===== config.mk =====
export PLATFORM = sky130hd
export DESIGN_NAME = rf_writeback_queue
export DESIGN_NICKNAME = d
export VERILOG_FILES = /design/src/rtl/rf_writeback_queue.sv
export SDC_FILE = /design/constraint.sdc
export NUM_CORES = 1
export LEC_CHECK = 0
export ABC_AREA = 0
export ABC_CLOCK_PERIOD_IN_PS = 6100
export CORE_UTILIZATION = 46
export DETAILED_ROUTE_END_ITERATION = 16
export PLACE_DENSITY_LB_ADDON = 0.25
export SYNTH_ARGS = -nofsm -noshare
export SYNTH_HDL_FRONTEND = slang
export SYNTH_SLANG_ARGS = --single-unit

===== constraint.sdc =====
create_clock -name CLK -period 6.1 [get_ports CLK]
set_input_delay 0.61 -clock CLK [delete_from_list [all_inputs] [get_ports CLK]]
set_output_delay 0.61 -clock CLK [all_outputs]
set_load 0.01 [all_outputs]

===== src/rtl/rf_writeback_queue.sv =====
// rf_writeback_queue: buffered write port for the 32x32 register file, forwarding
// pending (queued, not yet written) values onto the decode read ports.  Rev 1.0
`default_nettype none

module rf_writeback_queue #(
  parameter int DEPTH = 4,
  parameter int CW    = $clog2(DEPTH) + 1
) (
  input  logic          CLK,
  input  logic          nRST,
  input  logic          wb_valid,
  output logic          wb_ready,
  input  logic [4:0]    wb_sel,
  input  logic [31:0]   wb_dat,
  input  logic          rf_hold,
  output logic          rf_WEN,
  output logic [4:0]    rf_wsel,
  output logic [31:0]   rf_wdat,
  input  logic [4:0]    rsel1,
  input  logic [4:0]    rsel2,
  output logic [4:0]    rf_rsel1,
  output logic [4:0]    rf_rsel2,
  input  logic [31:0]   rf_rdat1,
  input  logic [31:0]   rf_rdat2,
  output logic [31:0]   rdat1,
  output logic [31:0]   rdat2,
  output logic [CW-1:0] count,
  output logic          empty
);

  localparam int AW = $clog2(DEPTH);

  // Pointers carry one extra wrap bit so that full and empty are distinguishable.
  logic [AW:0]      head_q, head_d;
  logic [AW:0]      tail_q, tail_d;
  logic [DEPTH-1:0] vld_q, vld_d;
  logic [4:0]       sel_q [DEPTH];
  logic [31:0]      dat_q [DEPTH];

  logic             enq;
  logic             deq;
  logic [AW-1:0]    head_idx;
  logic [AW-1:0]    tail_idx;

  assign head_idx = head_q[AW-1:0];
  assign tail_idx = tail_q[AW-1:0];

  assign count    = CW'(tail_q - head_q);
  assign empty    = (count == '0);
  assign wb_ready = (count != CW'(DEPTH));

  // Writes to r0 complete the handshake but never occupy an entry.
  assign enq      = wb_valid && wb_ready && (wb_sel != 5'd0);
  assign deq      = !empty && !rf_hold;

  assign rf_WEN   = deq;
  assign rf_wsel  = empty ? 5'd0  : sel_q[head_idx];
  assign rf_wdat  = empty ? 32'd0 : dat_q[head_idx];

  assign rf_rsel1 = rsel1;
  assign rf_rsel2 = rsel2;

  always_comb begin
    head_d = head_q;
    tail_d = tail_q;
    vld_d  = vld_q;
    if (enq) begin
      tail_d           = tail_q + 1'b1;
      vld_d[tail_idx]  = 1'b1;
    end
    if (deq) begin
      head_d           = head_q + 1'b1;
      vld_d[head_idx]  = 1'b0;
    end
  end

  always_ff @(posedge CLK or negedge nRST) begin
    if (!nRST) begin
      head_q <= '0;
      tail_q <= '0;
      vld_q  <= '0;
    end else begin
      head_q <= head_d;
      tail_q <= tail_d;
      vld_q  <= vld_d;
    end
  end

  always_ff @(posedge CLK) begin
    if (enq) begin
      sel_q[tail_idx] <= wb_sel;
      dat_q[tail_idx] <= wb_dat;
    end
  end

  // Scan oldest to youngest so the last match (closest to tail) wins; the
  // head being retired this cycle is still pending until the edge.
  function automatic logic [31:0] fwd(input logic [4:0] rsel, input logic [31:0] rfd);
    logic [31:0]   r;
    logic [AW-1:0] idx;
    r = rfd;
    for (int i = 0; i < DEPTH; i++) begin
      idx = head_idx + AW'(i);
      if (vld_q[idx] && (sel_q[idx] == rsel)) begin
        r = dat_q[idx];
      end
    end
    if (rsel == 5'd0) begin
      r = 32'd0;
    end
    return r;
  endfunction

  assign rdat1 = fwd(rsel1, rf_rdat1);
  assign rdat2 = fwd(rsel2, rf_rdat2);

endmodule

`default_nettype wire


Word-level counts from Yosys, hierarchy flattened
Memory sizes are Yosys's and may differ from the RTL's. Index checks and enable logic that the tools add are counted.

Word-level logic and storage cells: 77. RAM bits: 148. Memories: 2. Input bits: 115. Output and inout port bits: 117. Flip-flop bits (word level): 10.

Memory list: dat_q (words 4, width 32, read ports 4, clocked after memory_dff 0, wr ports 1, line 38) `logic [31:0] dat_q [DEPTH];`; sel_q (words 4, width 5, read ports 4, clocked after memory_dff 0, wr ports 1, line 37) `logic [4:0] sel_q [DEPTH];`.

Reduce and logical (&&, ||, !) cells: 19. Mux-type cells: 28. Bitwise logic cells: 3. Equality and inequality tests: 9. $add $sub $neg: 6. $lt $le $gt $ge: 7.

Operators by type and width (count): 2-to-1 mux 32 bit (11); == test 5 bit (8); < comparator 2 x 3 -> 1 bit, second input constant (5); logical AND 1 bit (13); logical NOT 5 bit (2); binary-select mux 1 bit (select 2 bit) (4); 2-to-1 mux 1 bit (8); 2-to-1 mux 4 bit (2); adder 3 x 1 -> 3 bit, second input constant (2); 2-to-1 mux 5 bit (1); nonzero test 5 bit (1); adder 2 bit, second input constant (2); bitwise AND 4 bit (1); demux 1 bit (select 2 bit) (2); greater-or-equal comparator 2 x 1 -> 1 bit, second input constant (2); inverter 4 bit (1); OR 4 bit (1); logical NOT 3 bit (1); != test 3 bit, second input constant (1); subtractor 3 bit (1); adder 2 x 1 -> 2 bit, second input constant (1); logical NOT 1 bit (2).

Logic depth before layout (Yosys ltp)
Depth in word-level cells: 8. Depth in mapped cells: 18. Gate-level depth less buffers: 9.

Worst setup path before layout
Ideal clock, no wire load.

Kind: reg-to-output. Start: reg head_q[0]. End: out rdat1[30]. Path buffers: 10. Data required time: 5.490 ns. Stages on the path, launching flop included: 19. Path slack: 1.380 ns. Data arrival time: 4.110 ns. Path through: dfrtp_1 -> buf_6 -> buf_6 -> buf_4 -> buf_2 -> buf_2 -> buf_2 -> inv_2 -> ha_1 -> buf_2 -> buf_2 -> mux4_2 -> xnor2_1 -> nand4_1 -> or2_1 -> clkbuf_1 -> clkbuf_1 -> a311oi_1 -> o221a_1.

Word-level cells in the longest chain between the ends: 8. Elaborated cells on any way between the ends: 26. Those cells by class: add/sub: 3; eq/ne: 4; mux: 13; reduce/logical: 4; memory: 2.

Ends and longest elaborated chain: from (decl) (line 34) `logic [AW:0] head_q, head_d;`; from (signal assigned) (line 79) `head_q <= '0;`; from (signal assigned) (line 83) `head_q <= head_d;`; adder 2 x 1 -> 2 bit, or another cell as far along (line 103) `idx = head_idx + AW'(i);`; memory read (4 x 5 bit), or another cell as far along; == test 5 bit, or another cell as far along (line 104) `if (vld_q[idx] && (sel_q[idx] == rsel)) begin`; logical AND 1 bit / 2-to-1 mux 32 bit (equally long branches) (line 104); 2-to-1 mux 32 bit (2 in a row) (line 104); 2-to-1 mux 32 bit * (line 104); 2-to-1 mux 32 bit * (line 108) `if (rsel == 5'd0) begin`; to (decl) (line 25) `output logic [31:0] rdat1,`.

Mark *: on every way between the ends. The rest lies on a longest branch, timed or not. The select of a mux whose other input is x is not followed.

Worst setup path in the final report
Start: reg head_q[0]. End: out rdat2[22].

Word-level cells in the longest chain between the ends: 8. Elaborated cells on any way between the ends: 26. Those cells by class: add/sub: 3; eq/ne: 4; mux: 13; reduce/logical: 4; memory: 2.

Ends and longest elaborated chain: adder 2 x 1 -> 2 bit, or another cell as far along (line 103); memory read (4 x 5 bit), or another cell as far along; == test 5 bit, or another cell as far along (line 104); logical AND 1 bit / 2-to-1 mux 32 bit (equally long branches) (line 104); 2-to-1 mux 32 bit (2 in a row) (line 104); 2-to-1 mux 32 bit * (line 104); 2-to-1 mux 32 bit * (line 108); to (decl) (line 26) `output logic [31:0] rdat2,`.

Marked as above.

==> flow_summary.json <==
{
  "ys_seq_area_share_pct": 36.7,
  "cts_tree": "done",
  "finalSetupViolCount": 0,
  "r2r-start": "head_q[0]",
  "grt_pass1_vias": 10600,
  "worst_slack_ns": 0.767,
  "startpoint": "head_q[0]",
  "die_area_um2": 28400,
  "fin_area_um2": 15800,
  "cts_resized": 0,
  "netlist-cell-type-count": 42,
  "cts_max_level": 4,
  "internal-power_mw": 5.25,
  "place_ws_ns": 1.27,
  "seq_power_share_pct": 18.9,
  "register_area_um2": 4700,
  "globalplace.congestion": 0.880,
  "hold_slack_ns": 0.513,
  "layout.cells.most_common": "clkdlybuf4s50_1",
  "worst_ep_arrival_time_ns": 4.72,
  "vdd_drop_max_uv": 463,
  "worstHoldEndpoint": "tail_q[2]",
  "r2r-end": "dat_q[0][21]",
  "cts_inserted_buffers": 17,
  "ys_seq_elements": 158,
  "critPathKind": "flop to output port",
  "reg2regPathDepth": 9,
  "slew_headroom_pct": 16.2,
  "combPwrFrac_pct": 69.8,
  "die_h_um": 169,
  "drtAntennaViolNets": 0,
  "dr.pass1.iters": 6,
  "swShare_pct": 44.1,
  "max-cap-violations": 0,
  "gr-usage-all-layers_pct": 29.9,
  "numPlacedInstances": 1470,
  "num_io_pins": 232,
  "drt_iter0_drc": 1599,
  "grt_max_degree": 112,
  "setup.worst_path.end_class": "output port",
  "synth.area.top_cells": "edfxtp_1 35%, mux4_2 27%, o221a_1 5.6%",
  "slew_violations": 0,
  "r2r_slack_ns": 1.77,
  "final_core_util_pct": 58.1,
  "status": "finished, final reports clean",
  "row_count": 60,
  "synth_fp_nets": 1110,
  "power.density_nw_per_um2": 596,
  "final.setup_skew_ns": 0.00973,
  "hp-start": "tail_q[2]",
  "place_hpwl_um": 26100,
  "whs_path_depth": 1,
  "fmax_mhz": 187,
  "gr-total-overflow": 0,
  "critPathRequiredTime_ns": 5.49,
  "cts_buffer_depth": 2,
  "power_mw": 9.39,
  "finalCritPeriodShare_pct": 87.4,
  "hp-class": "flop to flop",
  "rsz0062_at_grt": "false",
  "yosysTopAreaCell": "edfxtp_1",
  "wl_per_cell_um": 28.0,
  "synth_top_cell_area_share_pct": 34.8,
  "finalHoldViolations": 0,
  "cts_root_buffer": "clkbuf_16",
  "fill_cells": 2183,
  "final_nets": 1242,
  "cts_post_setup_buffers_inserted": 0,
  "route.detailed.drc": 0,
  "path_clk_slew_ns": 0.06,
  "area_growth_syn_to_layout_pct": 23.3,
  "crit_fanout": 35,
  "wl_um": 42100,
  "antenna_found_initial": 3,
  "via_per_inst": 7.14,
  "tightest_slew_ns": 1.26,
  "port_buffers": 231,
  "clkSinkCount": 158,
  "vias": 10700,
  "drive_gt1_share_pct": 20.6,
  "clkPwrFrac_pct": 11.3,
  "power.switching_mw": 4.14,
  "grt_pass1_wl_um": 63900,
  "syn_area_um2": 12800,
  "layout.cells.non_filler": 1504,
  "dpl_cell_area_um2": 15200,
  "syn_area_per_cell_um2": 13.0,
  "core_area_um2": 27100,
  "clock_latency_ns": 0.44,
  "syn_inst": 985,
  "die_w_um": 169,
  "p_leak_nw": 5.31,
  "final_cell_mix": "231 x clkdlybuf4s50_1, 152 x mux4_2, 148 x edfxtp_1, 66 x nor3_1, 65 x o21ai_0",
  "min_period_ns": 5.33,
  "cts_hold_repair.buffers": 0,
  "synth_warnings": 0,
  "tns_ns": 0,
  "start_kind": "flop",
  "multi_input_area_um2": 7450,
  "start_util_pct": 47.1
}
==> how the worst max path moves through the flow <==
stage	endpoint	slack, ns	cells after the start
global placement	rdat1[19]	1.29	8
finish	rdat2[22]	0.77	9
global route	rdat2[22]	0.46	7
detailed placement	rdat2[22]	1.27	7
floorplan	rdat1[30]	1.38	18
CTS	rdat2[22]	0.77	7
==> sequential cells by signal (all words and copies together), names as in the netlist <==
| register | cells |
|---|---|
| dat_q | 128 |
| vld_q | 4 |
| head_q | 3 |
| sel_q | 20 |
| tail_q | 3 |
==> power by group through the flow <==
| stage | Sequential, mW | Clock [mW] | Combinational (mW) |
|---|---|---|---|
| 2_1_floorplan | 1.68 | 0 | 4.23 |
| 3_3_place_gp | 1.76 | 0 | 6.43 |
| 3_5_place_dp | 1.79 | 0 | 6.47 |
| 4_1_cts | 1.77 | 1.06 | 6.50 |
| 5_1_grt | 1.81 | 1.10 | 6.91 |
| 6_report | 1.78 | 1.06 | 6.56 |
==> cells in the mapped netlist, drive strengths merged <==
cell / n
o221a: 64
nand2b: 2
fa: 1
nand4: 5
o21a: 1
inv: 11
and3: 2
nor2: 9
nor3: 68
a21o: 64
or4: 1
o21ai: 65
xnor2: 35
ha: 9
mux4: 152
o211ai: 1
mux2: 1
nand3: 33
nor4: 2
edfxtp: 148
and4: 2
or3b: 30
buf: 66
nor2b: 37
nand2: 10
clkbuf: 72
or2: 3
a2bb2oi: 3
dfrtp: 10
nand4b: 2
xor2: 11
a311oi: 64
or3: 1
==> worst max-delay path, cell delays in order (launching register included) <==
cell and delay [ns]:
dfrtp_4 0.65, inv_2 0.13, ha_4 0.63, mux4_2 0.61
xnor2_1 0.18, nand4_1 0.14, or2_2 0.67, a311oi_1 0.41
o221a_1 0.29, clkdlybuf4s50_1 0.55
==> logic make-up after synthesis <==
group	share of synthesized area (%)
compound gates	16.7
simple gates	9.63
flops	36.7
mux	26.9
buf+inv	5.61
xor+xnor	3.39
fa+ha+maj	1.04
==> per-layer routing <==
metal  GRT usage, %  share of wire, %  vias to the layer above
li1               -                 -                     4414
met3           7.01                11                      121
met5              0             0.026                        -
met4           11.8               3.3                        2
met2           47.0                47                      794
met1           40.2                38                     5415
==> layout make-up <==
class,count,share of cell area (%)
diodes,2,0.0318
clock inverters,11,0.866
repair buffers,251,15.9
flip-flops and latches,158,29.9
multi-input cells,678,47.3
clock buffers,21,2.86
well taps,372,2.95
inverters,11,0.262
(Power assumes the default switching activity.)
